`src/rtl/lcd_status_display.sv`:
```
// Write-only HD44780 16x2 driver: power-up wait, init sequence, then periodic
// two-line refresh rendered from a single snapshot of the game status inputs.
module lcd_status_display #(
   parameter int CLK_HZ      = 25000000,
   parameter int PWR_WAIT    = 500000,
   parameter int SETUP_CYC   = 2,
   parameter int EN_HIGH_CYC = 12,
   parameter int CMD_WAIT    = 1250,
   parameter int CLEAR_WAIT  = 50000,
   parameter int REFRESH_CYC = 2500000
) (
   input  logic        clk_25MHz,
   input  logic        reset_n,
   input  logic [1:0]  lcd_state,
   input  logic [6:0]  score_in,
   input  logic [31:0] game_timer,
   output logic [7:0]  LCD_DATA,
   output logic        LCD_RS,
   output logic        LCD_RW,
   output logic        LCD_EN,
   output logic        LCD_ON,
   output logic        LCD_BLON,
   output logic        init_done
);

   typedef enum logic [3:0] {
      S_PWR_WAIT, S_INIT, S_SNAP, S_DIV, S_BCD,
      S_ADDR1, S_LINE1, S_ADDR2, S_LINE2, S_REFRESH
   } state_t;

   typedef enum logic [1:0] {W_SETUP, W_EN, W_WAIT} wr_phase_t;

   localparam logic [31:0] PWR_LAST     = 32'(PWR_WAIT - 1);
   localparam logic [31:0] SETUP_LAST   = 32'(SETUP_CYC - 1);
   localparam logic [31:0] EN_LAST      = 32'(EN_HIGH_CYC - 1);
   localparam logic [31:0] CMD_LAST     = 32'(CMD_WAIT - 1);
   localparam logic [31:0] CLEAR_LAST   = 32'(CLEAR_WAIT - 1);
   localparam logic [31:0] REFRESH_LAST = 32'(REFRESH_CYC - 1);
   localparam logic [32:0] DIVISOR      = 33'(CLK_HZ);

   state_t      state, state_nx;
   wr_phase_t   phase, phase_nx;
   logic [31:0] cnt, cnt_nx;
   logic [3:0]  idx, idx_nx;

   logic [1:0]  st_snap;
   logic [31:0] div_rem, div_q, div_rem_nx, div_q_nx;
   logic [32:0] rem_shift;
   logic [11:0] sec_bcd, sec_adj;
   logic [7:0]  sec_sh;
   logic [7:0]  sc_bcd, sc_adj;
   logic [7:0]  sc_sh;

   logic        wr_state, wr_rs, wr_done;
   logic [7:0]  wr_byte;
   logic [31:0] wait_last;
   logic [7:0]  data_d;
   logic        rs_d, en_d, init_done_d;

   function automatic logic [3:0] dd_adj(input logic [3:0] d);
      return (d >= 4'd5) ? d + 4'd3 : d;
   endfunction

   function automatic logic [7:0] line1_char(input logic [1:0] st, input logic [3:0] i);
      logic [7:0] c;
      c = 8'h20;
      if (!st[1]) begin
         case (i)
            4'd0:    c = "G";
            4'd1:    c = "A";
            4'd2:    c = "M";
            4'd3:    c = "E";
            4'd5:    c = st[0] ? "O" : "S";
            4'd6:    c = st[0] ? "V" : "T";
            4'd7:    c = st[0] ? "E" : "A";
            4'd8:    c = "R";
            4'd9:    c = st[0] ? " " : "T";
            default: c = 8'h20;
         endcase
      end
      return c;
   endfunction

   assign LCD_RW   = 1'b0;
   assign LCD_ON   = 1'b1;
   assign LCD_BLON = 1'b1;

   // One restoring-division step: remainder stays below CLK_HZ, so 32 bits hold it.
   always_comb begin
      rem_shift = {div_rem, div_q[31]};
      if (rem_shift >= DIVISOR) begin
         div_rem_nx = 32'(rem_shift - DIVISOR);
         div_q_nx   = {div_q[30:0], 1'b1};
      end else begin
         div_rem_nx = rem_shift[31:0];
         div_q_nx   = {div_q[30:0], 1'b0};
      end
      sec_adj = {dd_adj(sec_bcd[11:8]), dd_adj(sec_bcd[7:4]), dd_adj(sec_bcd[3:0])};
      sc_adj  = {dd_adj(sc_bcd[7:4]), dd_adj(sc_bcd[3:0])};
   end

   always_comb begin
      wr_state = 1'b0;
      wr_rs    = 1'b0;
      wr_byte  = 8'h00;
      case (state)
         S_INIT: begin
            wr_state = 1'b1;
            case (idx[1:0])
               2'd0:    wr_byte = 8'h38;
               2'd1:    wr_byte = 8'h0C;
               2'd2:    wr_byte = 8'h01;
               default: wr_byte = 8'h06;
            endcase
         end
         S_ADDR1: begin
            wr_state = 1'b1;
            wr_byte  = 8'h80;
         end
         S_ADDR2: begin
            wr_state = 1'b1;
            wr_byte  = 8'hC0;
         end
         S_LINE1: begin
            wr_state = 1'b1;
            wr_rs    = 1'b1;
            wr_byte  = line1_char(st_snap, idx);
         end
         S_LINE2: begin
            wr_state = 1'b1;
            wr_rs    = 1'b1;
            case (idx)
               4'd0:    wr_byte = "S";
               4'd1:    wr_byte = "C";
               4'd2:    wr_byte = "O";
               4'd3:    wr_byte = "R";
               4'd4:    wr_byte = "E";
               4'd6:    wr_byte = {4'h3, sc_bcd[7:4]};
               4'd7:    wr_byte = {4'h3, sc_bcd[3:0]};
               4'd10:   wr_byte = "T";
               4'd12:   wr_byte = {4'h3, sec_bcd[11:8]};
               4'd13:   wr_byte = {4'h3, sec_bcd[7:4]};
               4'd14:   wr_byte = {4'h3, sec_bcd[3:0]};
               4'd15:   wr_byte = "s";
               default: wr_byte = 8'h20;
            endcase
         end
         default: ;
      endcase
      wait_last = (!wr_rs && wr_byte == 8'h01) ? CLEAR_LAST : CMD_LAST;
      wr_done   = wr_state && (phase == W_WAIT) && (cnt == wait_last);
   end

   // Next-state logic; every write state shares the SETUP/EN/WAIT sub-sequence.
   always_comb begin
      state_nx = state;
      phase_nx = phase;
      cnt_nx   = cnt + 32'd1;
      idx_nx   = idx;
      case (state)
         S_PWR_WAIT: if (cnt == PWR_LAST) begin
            state_nx = S_INIT;
            cnt_nx   = '0;
         end
         S_SNAP: begin
            state_nx = S_DIV;
            cnt_nx   = '0;
         end
         S_DIV: if (cnt == 32'd31) begin
            state_nx = S_BCD;
            cnt_nx   = '0;
         end
         S_BCD: if (cnt == 32'd7) begin
            state_nx = S_ADDR1;
            phase_nx = W_SETUP;
            idx_nx   = '0;
            cnt_nx   = '0;
         end
         S_REFRESH: if (lcd_state != st_snap || cnt == REFRESH_LAST) begin
            state_nx = S_SNAP;
            cnt_nx   = '0;
         end
         default: begin
            case (phase)
               W_SETUP: if (cnt == SETUP_LAST) begin
                  phase_nx = W_EN;
                  cnt_nx   = '0;
               end
               W_EN: if (cnt == EN_LAST) begin
                  phase_nx = W_WAIT;
                  cnt_nx   = '0;
               end
               default: if (wr_done) begin
                  phase_nx = W_SETUP;
                  cnt_nx   = '0;
                  idx_nx   = idx + 4'd1;
                  case (state)
                     S_INIT: if (idx == 4'd3) begin
                        state_nx = S_SNAP;
                        idx_nx   = '0;
                     end
                     S_ADDR1: begin
                        state_nx = S_LINE1;
                        idx_nx   = '0;
                     end
                     S_LINE1: if (idx == 4'd15) state_nx = S_ADDR2;
                     S_ADDR2: begin
                        state_nx = S_LINE2;
                        idx_nx   = '0;
                     end
                     S_LINE2: if (idx == 4'd15) state_nx = S_REFRESH;
                     default: ;
                  endcase
               end
            endcase
         end
      endcase
   end

   // Pin outputs are registered; RS/DATA keep the last byte outside write states.
   always_comb begin
      data_d      = LCD_DATA;
      rs_d        = LCD_RS;
      en_d        = 1'b0;
      init_done_d = init_done | (state != S_PWR_WAIT && state != S_INIT);
      if (wr_state) begin
         data_d = wr_byte;
         rs_d   = wr_rs;
         en_d   = (phase == W_EN);
      end
   end

   always_ff @(posedge clk_25MHz or negedge reset_n) begin
      if (!reset_n) begin
         state     <= S_PWR_WAIT;
         phase     <= W_SETUP;
         cnt       <= '0;
         idx       <= '0;
         LCD_DATA  <= 8'h00;
         LCD_RS    <= 1'b0;
         LCD_EN    <= 1'b0;
         init_done <= 1'b0;
      end else begin
         state     <= state_nx;
         phase     <= phase_nx;
         cnt       <= cnt_nx;
         idx       <= idx_nx;
         LCD_DATA  <= data_d;
         LCD_RS    <= rs_d;
         LCD_EN    <= en_d;
         init_done <= init_done_d;
      end
   end

   always_ff @(posedge clk_25MHz or negedge reset_n) begin
      if (!reset_n) begin
         st_snap <= '0;
         div_rem <= '0;
         div_q   <= '0;
         sec_bcd <= '0;
         sec_sh  <= '0;
         sc_bcd  <= '0;
         sc_sh   <= '0;
      end else begin
         case (state)
            S_SNAP: begin
               st_snap <= lcd_state;
               div_q   <= game_timer;
               div_rem <= '0;
               sc_sh   <= (score_in > 7'd99) ? 8'd99 : {1'b0, score_in};
               sc_bcd  <= '0;
            end
            S_DIV: begin
               div_q   <= div_q_nx;
               div_rem <= div_rem_nx;
               if (cnt == 32'd31) begin
                  sec_sh  <= div_q_nx[7:0];
                  sec_bcd <= '0;
               end
            end
            S_BCD: begin
               {sec_bcd, sec_sh} <= {sec_adj[10:0], sec_sh, 1'b0};
               {sc_bcd, sc_sh}   <= {sc_adj[6:0], sc_sh, 1'b0};
            end
            default: ;
         endcase
      end
   end

endmodule

```
`config.mk`:
```
export PLATFORM = sky130hd
export DESIGN_NAME = lcd_status_display
export DESIGN_NICKNAME = d
export VERILOG_FILES = /design/src/rtl/lcd_status_display.sv
export SDC_FILE = /design/constraint.sdc
export NUM_CORES = 1
export LEC_CHECK = 0
export ABC_CLOCK_PERIOD_IN_PS = 8900
export CAP_MARGIN = 20
export CORE_MARGIN = 1.5
export CORE_UTILIZATION = 60
export DETAILED_ROUTE_END_ITERATION = 12
export PLACE_DENSITY = 0.81
export SETUP_SLACK_MARGIN = 0.05
export SYNTH_ARGS = -nofsm -noshare
export SYNTH_HDL_FRONTEND = slang
export SYNTH_SLANG_ARGS = --single-unit
```
`constraint.sdc`:
```
create_clock -name clk_25MHz -period 8.9 [get_ports clk_25MHz]
set_clock_uncertainty 0.2 [all_clocks]
set_input_delay 1.335 -clock clk_25MHz [delete_from_list [all_inputs] [get_ports clk_25MHz]]
set_output_delay 1.335 -clock clk_25MHz [all_outputs]
set_load 0.01 [all_outputs]
```
**Word-level counts from Yosys, hierarchy flattened**

Cells that the tools add are included.

- Register bits: 155
- Bits of input ports: 43

- $add $sub $neg: 8
- $lt $le $gt $ge: 7
- Eq/ne operators: 48
- Multiplexer cells: 61
- Bitwise logic cells: 2
- Reductions and logical operators: 27

Operators with widths:

| kind | count |
|---|---|
| 32-bit 2-to-1 mux | 8 |
| 32-bit case mux with 2 select lines | 3 |
| 32-bit case mux with 5 select lines | 1 |
| 7-bit case mux with 12 select lines | 1 |
| 4-bit 2-to-1 mux | 16 |
| 7-bit case mux with 9 select lines | 1 |
| 8-bit case mux with 2 select lines | 3 |
| 4-bit case mux with 5 select lines | 2 |
| 8-bit case mux with 5 select lines | 1 |
| 4-bit == test, second input constant | 9 |
| 33-bit by 25-bit >= comparator with 1-bit output, second input constant | 1 |
| 32-bit by 1-bit adder with 32-bit output, second input constant | 1 |
| 32-bit by 1-bit == test with 1-bit output, second input constant | 1 |
| 32-bit by 16-bit == test with 1-bit output | 1 |
| 32-bit by 19-bit == test with 1-bit output, second input constant | 1 |
| 32-bit by 22-bit == test with 1-bit output, second input constant | 1 |
| 32-bit by 3-bit == test with 1-bit output, second input constant | 1 |
| 32-bit by 4-bit == test with 1-bit output, second input constant | 1 |
| 32-bit by 5-bit == test with 1-bit output, second input constant | 1 |
| 4-bit by 3-bit == test with 1-bit output, second input constant | 8 |
| 32-bit by 25-bit subtractor with 32-bit output, second input constant | 1 |
| 12-bit case mux with 2 select lines | 1 |
| 7-bit 2-to-1 mux | 3 |
| 4-bit by 3-bit >= comparator with 1-bit output, second input constant | 5 |
| 46 further kinds | 81 |

**Logic depth before layout (Yosys ltp)**

Gate-level depths: netlist of the first run.

- Word-level depth: 12
- Mapped depth: 14

**Worst setup path after synthesis of the first run**

Ideal clock, no wire load.

- Kind: input to register
- From: input port lcd_state[1]
- To: register sec_sh[1]
- Data arrival time: 3191 ps
- Data required time: 8577 ps
- Path slack: 5386 ps
- Stages on the path: 9
- Path buffers: 1
- Path through: xnor2_1 a41oi_1 a22oi_1 or4_4 a211oi_4 o21ai_2 or2_0 buf_2 o221a_1

RTL lines:

| item | line | text |
|---|---|---|
| start: declaration | 14 | `input logic [1:0] lcd_state,` |
| end signal: assignment | 277 | `sec_sh <= div_q_nx[7:0];` |
| end signal: assignment | 282 | `{sec_bcd, sec_sh} <= {sec_adj[10:0], sec_sh, 1'b0};` |
| end: declaration | 50 | `logic [7:0] sec_sh;` |

**Final worst setup path of the first run**

- From: register state[0]
- To: register cnt[6]

- Word-level cells in the longest chain between the ends: 11
- Elaborated cells on any way between the ends: 25
- Those cells by class: 11 x eq/ne; 7 x mux; 7 x reduce/logical

RTL lines:

| item | line | text |
|---|---|---|
| start: declaration | 41 | `state_t state, state_nx;` |
| start signal: assignment | 244 | `state <= state_nx;` |
| parallel branches: the longest is 10 deep, another holds 32-bit by 16-bit == test with 1-bit output | -- |  |
| 32-bit case mux with 5 select lines * | 160 | `case (state)` |
| net cnt_nx[6] | 43 | `logic [31:0] cnt, cnt_nx;` |
| end signal: assignment | 246 | `cnt <= cnt_nx;` |
| end: declaration | 43 |  |

Mark *: on every way through the listed nets, which the timed path passes.
A chain may end at the register's enable or synchronous reset.

==> results.md, run 1 <==
* Drt via density at 6.27
* Die Y at 124 µm
* Final Hold Violating Endpoints at 0
* CTS Buf Count at 17
* Post-synthesis sequential area ratio at 44.1%
* Crit path largest cell delay at 1020 ps
* Power density over the cells at between 200 and 250 nW/µm²
* Max-slew violations at 0
* DRT iter0 DRCs at roughly 690
* Antenna Cells at 0
* Mux share of post-synthesis cell area at between 1 and 1.5%
* CTS sink cnt at roughly 160
* Cells along the critical path: nor4b_2 -> a21oi_1 -> a2111oi_2 -> and4_1 -> mux2i_1 -> o31a_1 -> nor3_1
* Synth Area in Compound Gates at slightly above 20%
* Worst Hold Path EP: LCD_RS
* Crit-path leading delay family: simple AND/OR/NAND/NOR gates
* Prevailing post-synth register cell: dfrtp_1
* Crit path max fanout at 58
* Xor-xnor portion of the synthesized cell area at 5.68%
* Worst hold path type: reg2reg
* Setup_tns at 0 ps
* Required time of the critical path at about 9000 ps
* Detailed Place HPWL at 12.6 mm
* DR DRC count at 0
* Share of cells above drive strength 1 at 6.56%
* RSZ-0062 raised after global routing: false
* Post-layout util at 68.8%
* Min-delay src: LCD_RS
* Peak supply drop at 155 µV
* Area occupied by multi-input gates at 4500 µm²
* Cell Area, Synth at 8790 µm²
* Critical path's slowest cell: dfrtp_2
* Post-CTS Setup Inserts at 0
* Initial antenna violation count at 0
* Area share of and/or/nand/nor cells after synthesis at roughly a fifth
* Fill count at approximately 1.1k
* Initial core utilization at 60.9%
* Fin crit period at 4280 ps
* Fin nets at approximately 1k
* Clock Latency Late Sink at about 440 ps
* Layout overhead on the synthesized area at 13.0%
* RR Startpoint: state[0]
* First-pass GRT wire length at 33.3 mm
* Average wire per standard cell at about 17 µm
* Synth area leaders: dfrtp_1, nand2_1, xnor2_1
* Leakage at 4.21 nW
* Placer congestion estimate at ~0.85
* Synth async-reset ratio at between 90% and 100%
* Status: finished clean
* Final Cell Area at 9930 µm²
* Slew HR at 34.2%
* Post-cts resize count at 0
* Post-route ant nets at 0
* Core Box Area at approximately 14000 µm²
* Startpoint types: flip-flop
* Die area at 15400 µm²
* Clock transition at path regs at approximately 70 ps
* I/O Pins at 57
* Count leader, synth: dfrtp_1
* Crit. End Element: flip-flop
* CTS max path bufs at 2
* Syn Area/Cell at 9.25 µm²
* Largest family of logic cells by synthesized area: simple AND/OR/NAND/NOR gates
* WL final at 20.1 mm
* Total Routing Usage GR at 27.7%
* Hold_buf cts at 0
* WP buf/inv at 0
* CP Class: reg2reg
* Vias in the first global route at 6807
* Largest net degree at the start of global routing at 95
* DRT Pass-1 Iters at 6
* CP Depth at 7
* Adder-Cell Fraction of Synth Area at under 10%
* Fin crit share at 48.1%
* FP Rows at 44
* Synth unique cells at 79
* Max-Cap Viols at 0
* R2R setup slack at 4620 ps
* Hold depth at 1
* R2R Path End: cnt[6]
* H-Tree Depth at 4
* Die width at 124 µm
* Post-Syn Instances at 950
* Peak Freq at 234 MHz
* Gr ovfl total at 0
* Worst setup margin at 4620 ps
* Placement Cell Area at 9350 µm²
* Register area at ~3900 µm²
* TritonCTS clock tree: built
* Post-synth EDFFs at 0
* Slew @ Worst Pin at 988 ps
* Reg2Reg Depth at 7
* CP arrival at around 4400 ps
* Yosys warns at 0
* Post-synth top cells: dfrtp_1, nand2_1, nor2_1, o21ai_0, clkbuf_1
* Port bufs at 53
* Clock root cell: clkbuf_16
* Pre-CTS setup slack at 4570 ps
* Seq cells post-synth at 155
* Top-area cell type share of the netlist area at between 40% and 50%
* Final setup fails at 0
* Yosys top cell by area: dfrtp_1
* Vias at 7278
## kinds of logic (layout without fill, tap and decap cells)
kind of cell             after synthesis  count (layout)
flip-flops                           155             155
AO/OA/AOI/OAI                        252             252
adder cells (fa/ha/maj)               18              18
multiplexers                           9               9
XOR/XNOR                              57              57
buffers and inverters                101             126
other                                  2               3
AND/OR/NAND/NOR                      356             356
## metrics by stage
step | hold slack [ps] | total power, mW | instances
finish | 277 | 2.01 | 1160
global route | 307 | 2.12 | 1160
CTS | 276 | 2.02 | 1160
detailed placement | 258 | 1.30 | 1128
global placement | 258 | 1.28 | 1127
floorplan | 242 | 1.19 | 951
## power breakdown
part	switching, mW	total (mW)	internal [mW]
registers	0.113	0.903	0.789
clock network	0.321	0.721	0.401
logic	0.188	0.385	0.196
## metal layers
metal | share of wire [%] | track usage (%) | wire [µm]
met2 | 47 | 42.1 | 9410
met3 | 5.3 | 5.36 | 1060
met5 | 0 | 0 | 0
met1 | 46 | 39.7 | 9260
met4 | 1.7 | 9.66 | 341
## sequential cells by signal (all words and copies together), names as in the netlist, 8 cells and up
signal / count
LCD_DATA: 8
cnt: 32
div_q: 32
div_rem: 32
sc_bcd: 8
sc_sh: 8
sec_bcd: 12
sec_sh: 8
## worst reg2reg max path: cells and delay by family (launching register included)
family	cells	cell delay [ps]
multiplexers	1	330
flip-flops	1	1020
AO/OA/AOI/OAI	3	1170
AND/OR/NAND/NOR	3	1430
## how the worst max path moves through the flow
stage	startpoint	endpoint	slack, ps
2_1_floorplan	lcd_state[1]	sec_sh[1]	5390
4_1_cts	state[0]	cnt[6]	4720
3_3_place_gp	lcd_state[1]	sec_sh[7]	4630
5_1_grt	state[0]	cnt[6]	4310
6_report	state[0]	cnt[6]	4620
3_5_place_dp	lcd_state[1]	sec_sh[2]	4570
## cells in the final DEF (no fill, tap or decap), types with 8 or more instances in the layout
master / n
and3_1: 8
nand2_1: 114
nand2b_1: 10
or3_1: 12
nor3b_1: 35
a221o_1: 33
o21ai_0: 53
nor4_1: 12
nand4_1: 11
dfrtp_1: 154
nor2b_1: 8
nor3_1: 19
xor2_1: 14
xnor2_1: 43
o22ai_1: 15
ha_1: 18
nand3_1: 22
a21oi_1: 46
nor4b_1: 10
inv_1: 32
clkdlybuf4s50_1: 52
clkbuf_16: 17
o31ai_1: 9
a31oi_1: 11
nor2_1: 68
## final cells by class
| type | count | area share [%] |
|---|---|---|
| Clock buffer | 19 | 4.46 |
| Clock inverter | 13 | 1.37 |
| Inverter | 33 | 1.25 |
| Multi-Input combinational cell | 695 | 45.3 |
| Sequential cell | 155 | 39.1 |
| Tap cell | 184 | 2.32 |
| Timing Repair Buffer | 61 | 6.16 |
Power figures use the tool's default switching activity.
==> run 2, diff against run 1 <==
Settings changed: ABC_CLOCK_PERIOD_IN_PS 8900 to 4100.
Clock period 8.9 ns to 4.1 ns, I/O delays scaled along.
==> run 2 against run 1 <==
Via count up 0.12%. Sequential cell count unchanged. Fmax rose by 16%. Combinational power rose by 110%. Design area grew 0.59%. Sequential power grew 120%. Register-to-register slack worse by 4200 ps. First-iteration DRC count is 7.2% lower. Non-clock buffer count increased by 10. Global-route usage down 0.96 points. Critical path depth increased by 2. Count of clock-buffer cells in the layout rose by 1. Critical endpoint is now idx[2]. Largest cell class unchanged. Highest routed layer unchanged.
==> results.md, run 2 (same netlist as run 1, synthesis figures left out) <==
* Crit-path leading delay family: compound AO/OA/AOI/OAI gates
* DRT iter0 DRCs at 642
* I/O Pins at 57
* Leakage at roughly 4.2 nW
* First-pass GRT wire length at 32.4 mm
* Average wire per standard cell at 16.5 µm
* DR DRC count at 0
* Final Hold Violating Endpoints at 0
* Placer congestion estimate at 0.922
* Largest net degree at the start of global routing at 94
* RR Startpoint: idx[1]
* Peak supply drop at approximately 320 µV
* Initial antenna violation count at 0
* Die area at between 15000 and 20000 µm²
* Hold_ws at 283 ps
* Power density over the cells at 433 nW/µm²
* WP buf/inv at 0
* Final setup fails at 0
* Total Power at ~4.3 mW
* Worst hold path type: reg2reg
* Core Box Area at roughly 14000 µm²
* WL final at 19.2 mm
* Status: finished clean
* CP arrival at 3790 ps
* Die Y at 124 µm
* Fin nets at around 1.0k
* Fin crit share at 89.6%
* Fill count at 1113
* H-Tree Depth at 4
* Port bufs at 53
* Antenna Cells at 0
* Worst setup margin at 427 ps
* CP Class: reg2reg
* Largest regs: cnt: 32 flops, div_q: 32 flops, div_rem: 32 flops
* Setup_tns at 0 ps
* Commonest non-fill, non-tap cell in the layout: dfrtp_1
* RSZ-0062 raised after global routing: false
* Vias at roughly 7.3k
* Placement Cell Area at 9410 µm²
* Drt via density at between 6 and 7
* Clock transition at path regs at around 60 ps
* Clock Latency Late Sink at 430 ps
* Pre-CTS setup slack at around 290 ps
* CTS max path bufs at 2
* TritonCTS clock tree: built
* Slew @ Worst Pin at 678 ps
* Post-CTS Setup Inserts at 0
* Peak Freq at 272 MHz
* Cells along the critical path: ha_1 -> nor4b_1 -> a211oi_2 -> o31ai_1 -> a2111oi_2 -> and4_1 -> mux2i_1 -> o21bai_1 -> a221o_1
* Required time of the critical path at 4210 ps
* FP Rows at 44
* Die width at approximately 120 µm
* Layout overhead on the synthesized area at 13.7%
* Commonest cells after routing, fill and taps aside: dfrtp_1, nand2_1, nor2_1, o21ai_0, clkdlybuf4s50_1
* Crit. End Element: flip-flop
* Gr ovfl total at 0
* Startpoint types: flip-flop
* Area occupied by multi-input gates at 4510 µm²
* Register area at around 3900 µm²
* Total Routing Usage GR at between 20% and 30%
* Crit path largest cell delay at 610 ps
* Fin crit period at ~3700 ps
* Slew HR at about 54%
* Max-slew violations at 0
* DRT Pass-1 Iters at 6
* Share of cells above drive strength 1 at ~7.1%
* Final Cell Area at 9990 µm²
* Critical path's slowest cell: ha_1
* Crit path max fanout at 19
* Detailed Place HPWL at 12.5 mm
* Vias in the first global route at 6664
* Post-route ant nets at 0
* Initial core utilization at roughly three fifths
* CTS sink cnt at 155
* Max-Cap Viols at 0
* Worst Setup SP: idx[1]
* Min-delay src: LCD_DATA[3]
* Clock root cell: clkbuf_16
* CTS Buf Count at 17
-- run 2: what timing repair did --
| action | in CTS | in global routing |
|---|---|---|
| setup endpoints to repair | 0 | 22 |
| hold buffers | 1 | 0 |
| hold endpoints to repair | 62 | 0 |
| resized for setup | 0 | 3 |
-- run 2: worst paths after layout --
path / endpoint / slack [ps] / cells past startpoint
setup / recovery: idx[2] / 430 / 9
hold / removal: LCD_DATA[3] / 280 / 2
setup reg to reg: idx[2] / 430 / 9
min in group asynchronous: div_rem[26] / 530 / 2
hold reg to reg: LCD_DATA[3] / 280 / 2
max in group asynchronous: cnt[20] / 2280 / 3
-- run 2: per-stage QoR --
step                instances  util (%)
finish                   1166      69.2
floorplan                 951         -
CTS                      1166      69.2
detailed placement       1137      65.2
global route             1166      69.2
global placement         1137      65.2
-- run 2: tightest hold or removal path, stage by stage (launching register included) --
cell and delay [ps]:
dfrtp_1 350, nand2_1 50, nand2_1 50
-- run 2: per-layer routing --
layer  up-vias  track usage, %  share of wire, %
li1       3516               -                 -
met1      3556            38.3                48
met2       180            41.2                46
met3        35            5.22               4.1
met4         0            8.31               1.4
met5         -               0                 0
-- run 2: power breakdown --
group	internal [mW]	switching (mW)	leakage [nW]
Clock	0.942	0.595	0.272
Sequential	1.71	0.244	1.98
Combinational	0.429	0.399	2.00
-- run 2: area by class of cell --
type	count	area share [%]
clock inverters	8	1.25
multi-input cells	695	45.1
repair buffers	71	6.83
flip-flops and latches	155	38.9
inverters	33	1.24
clock buffers	20	4.37
well taps	184	2.31
==> run 3, diff against run 2 <==
Settings changed: ABC_CLOCK_PERIOD_IN_PS 4100 to 3000, CORE_UTILIZATION 60 to 56, CTS_BUF_LIST set to sky130_fd_sc_hd__clkbuf_2 sky130_fd_sc_hd__clkbuf_4 sky130_fd_sc_hd__clkbuf_8, PLACE_DENSITY 0.81 to 0.79, RECOVER_POWER set to 50.
Clock period 4.1 ns to 3 ns, I/O delays scaled along.
==> run 3 against run 2 <==
Highest routed layer unchanged. Die area rose by 7.0%. Sequential share of layout area down 3.7 points. Critical endpoint unchanged. Setup slack worse by 750 ps. Largest power group unchanged. Combinational power up 50%. Core utilization is 3.3 points higher. Largest cell class unchanged. Via count grew 9.8%. Fmax increased by 11%. Routed wire length grew 21%. Non-clock buffer count increased by 112. The flow now finishes with violations (capacitance limit, slew limit, setup timing).
==> results.md, run 3 (same netlist as run 1, synthesis figures left out) <==
* Detailed Place HPWL at around 15 mm
* Critical path's slowest cell: dfrtp_2
* CTS Buf Count at 17
* Die area at 16400 µm²
* Average wire per standard cell at 17.8 µm
* I/O Pins at 57
* Fin crit share at 111%
* CTS sink cnt at roughly 160
* Failing checks: capacitance limit, slew limit, setup timing
* Reg2Reg Depth at 11
* Max-Cap Viols at 1
* Worst hold path type: reg2reg
* CP Class: reg2reg
* Crit path max fanout at 4
* Largest net degree at the start of global routing at just under 90
* Peak Freq at 301 MHz
* Sequential Power Share at 47.5%
* Sw frac at 31.6%
* CP arrival at 3470 ps
* Placer congestion estimate at slightly below 0.9
* Largest regs: cnt: 32 flops, div_q: 32 flops, div_rem: 32 flops
* Clock root cell: clkbuf_8
* Crit-path leading delay family: compound AO/OA/AOI/OAI gates
* Final Cell Area at ~11000 µm²
* P_int at 3.85 mW
* Port bufs at 53
* DR DRC count at 0
* Initial antenna violation count at 0
* Drt via density at 6.11
* Met3 WL at 1.13 mm
* Slew HR at -13.7%
* Status: complete, but fails checks
* WP buf/inv at 2
* Crit. End Element: flip-flop
* Required time of the critical path at between 3000 and 4000 ps
* Final Hold Violating Endpoints at 0
* Fill count at 1093
* Clock Latency Late Sink at around 470 ps
* CTS max path bufs at 2
* First-pass GRT wire length at approximately 37 mm
* Placement Cell Area at 10300 µm²
* Fin nets at between 1k and 1.5k
* Max-slew violations at between 60 and 70
* Hold depth at 2
* DRT iter0 DRCs at 716
* Met2 WL at 11.2 mm
* Post-layout util at 72.5%
* H-Tree Depth at 4
* Final setup fails at 43
* Combinational Power Share at 22.1%
* Initial core utilization at 57.6%
* Die Y at between 100 and 150 µm
* Vias in the first global route at 7687
* Total Power at approximately 5.6 mW
* RSZ-0062 raised after global routing: true
* Clock transition at path regs at 80 ps
* Peak supply drop at 346 µV
* Commonest non-fill, non-tap cell in the layout: dfrtp_1
* DRT Pass-1 Iters at 8
* Sw power at 1.78 mW
* Vias at 8004
* Layout overhead on the synthesized area at 25.9%
* Worst setup margin at -322 ps
* Core Box Area at 15300 µm²
* TritonCTS clock tree: built
* Share of cells above drive strength 1 at 20.7%
* WL final at roughly 23 mm
* Die width at around 130 µm
* Highest metal used: met4
* Cells along the critical path: ha_4 -> buf_4 -> and4b_1 -> a311oi_1 -> o221ai_2 -> a2111oi_4 -> and4_1 -> buf_6 -> mux2i_1 -> nor3_2 -> a221o_1
* Leakage at 4.77 nW
* Fin crit period at 3320 ps
* Clock share of power at a little under a third
* Hold_ws at 285 ps
* Crit path largest cell delay at 490 ps
* Power density over the cells at ~510 nW/µm²
* Startpoint types: flip-flop
* CP Depth at 11
* Antenna Cells at 0
* Slew @ Worst Pin at ~1700 ps
* Gr ovfl total at 0
* Total Routing Usage GR at 28.4%
* FP Rows at 45
* Post-route ant nets at 0
* Met1 WL at 10.3 mm
* Setup_tns at -6430 ps
* Commonest cells after routing, fill and taps aside: dfrtp_1, buf_4, nand2_1, nor2_1, clkdlybuf4s50_1
run 3: worst paths after layout:
path	from	to	slack (ps)
worst min-delay path	LCD_DATA[3]	LCD_DATA[3]	290
worst max-delay path	idx[0]	idx[2]	-320
worst max register to register	idx[0]	idx[2]	-320
worst min register to register	LCD_DATA[3]	LCD_DATA[3]	290
max in group asynchronous	reset_n	cnt[15]	300
min in group asynchronous	reset_n	div_rem[29]	770
run 3: tightest hold or removal path, delay by kind of cell, from the launching register on:
family	cells	cell delay [ps]
flops	1	350
simple gates	2	110
run 3: layer usage:
metal  up-vias  global-route usage (%)
met1      3917                    38.4
met4         0                    11.2
met3        69                    4.67
li1       3729                       -
met2       289                    46.0
met5         -                       0
run 3: layout make-up:
| class | instances | area [µm²] | area share (%) |
|---|---|---|---|
| Tap cell | 211 | 264 | 2.39 |
| Multi-Input combinational cell | 695 | 4780 | 43.2 |
| Clock inverter | 12 | 161 | 1.46 |
| Timing Repair Buffer | 183 | 1580 | 14.3 |
| Sequential cell | 155 | 3880 | 35.1 |
| Clock buffer | 20 | 269 | 2.43 |
| Inverter | 33 | 126 | 1.14 |
run 3: power groups by stage:
stage / Clock, mW / Combinational, mW / Sequential (mW)
2_1_floorplan: 0 / 0.910 / 2.61
3_3_place_gp: 0 / 1.15 / 2.69
3_5_place_dp: 0 / 1.21 / 2.70
4_1_cts: 1.73 / 1.22 / 2.66
5_1_grt: 1.81 / 1.42 / 2.72
6_report: 1.71 / 1.24 / 2.68
run 3: metrics by stage:
stage | std cells | setup WS [ps]
after floorplan | 951 | -178
after global placement | 1260 | -347
after detailed placement | 1260 | -382
after CTS | 1307 | -146
after global routing | 1309 | -403
final | 1309 | -322
run 3: timing repair:
item,CTS,global route
buffers inserted,14,2
endpoints found under the hold margin,65,0
pin swaps,10,12
hold buffers,1,0
resized for setup,38,22
setup endpoints to repair,62,46
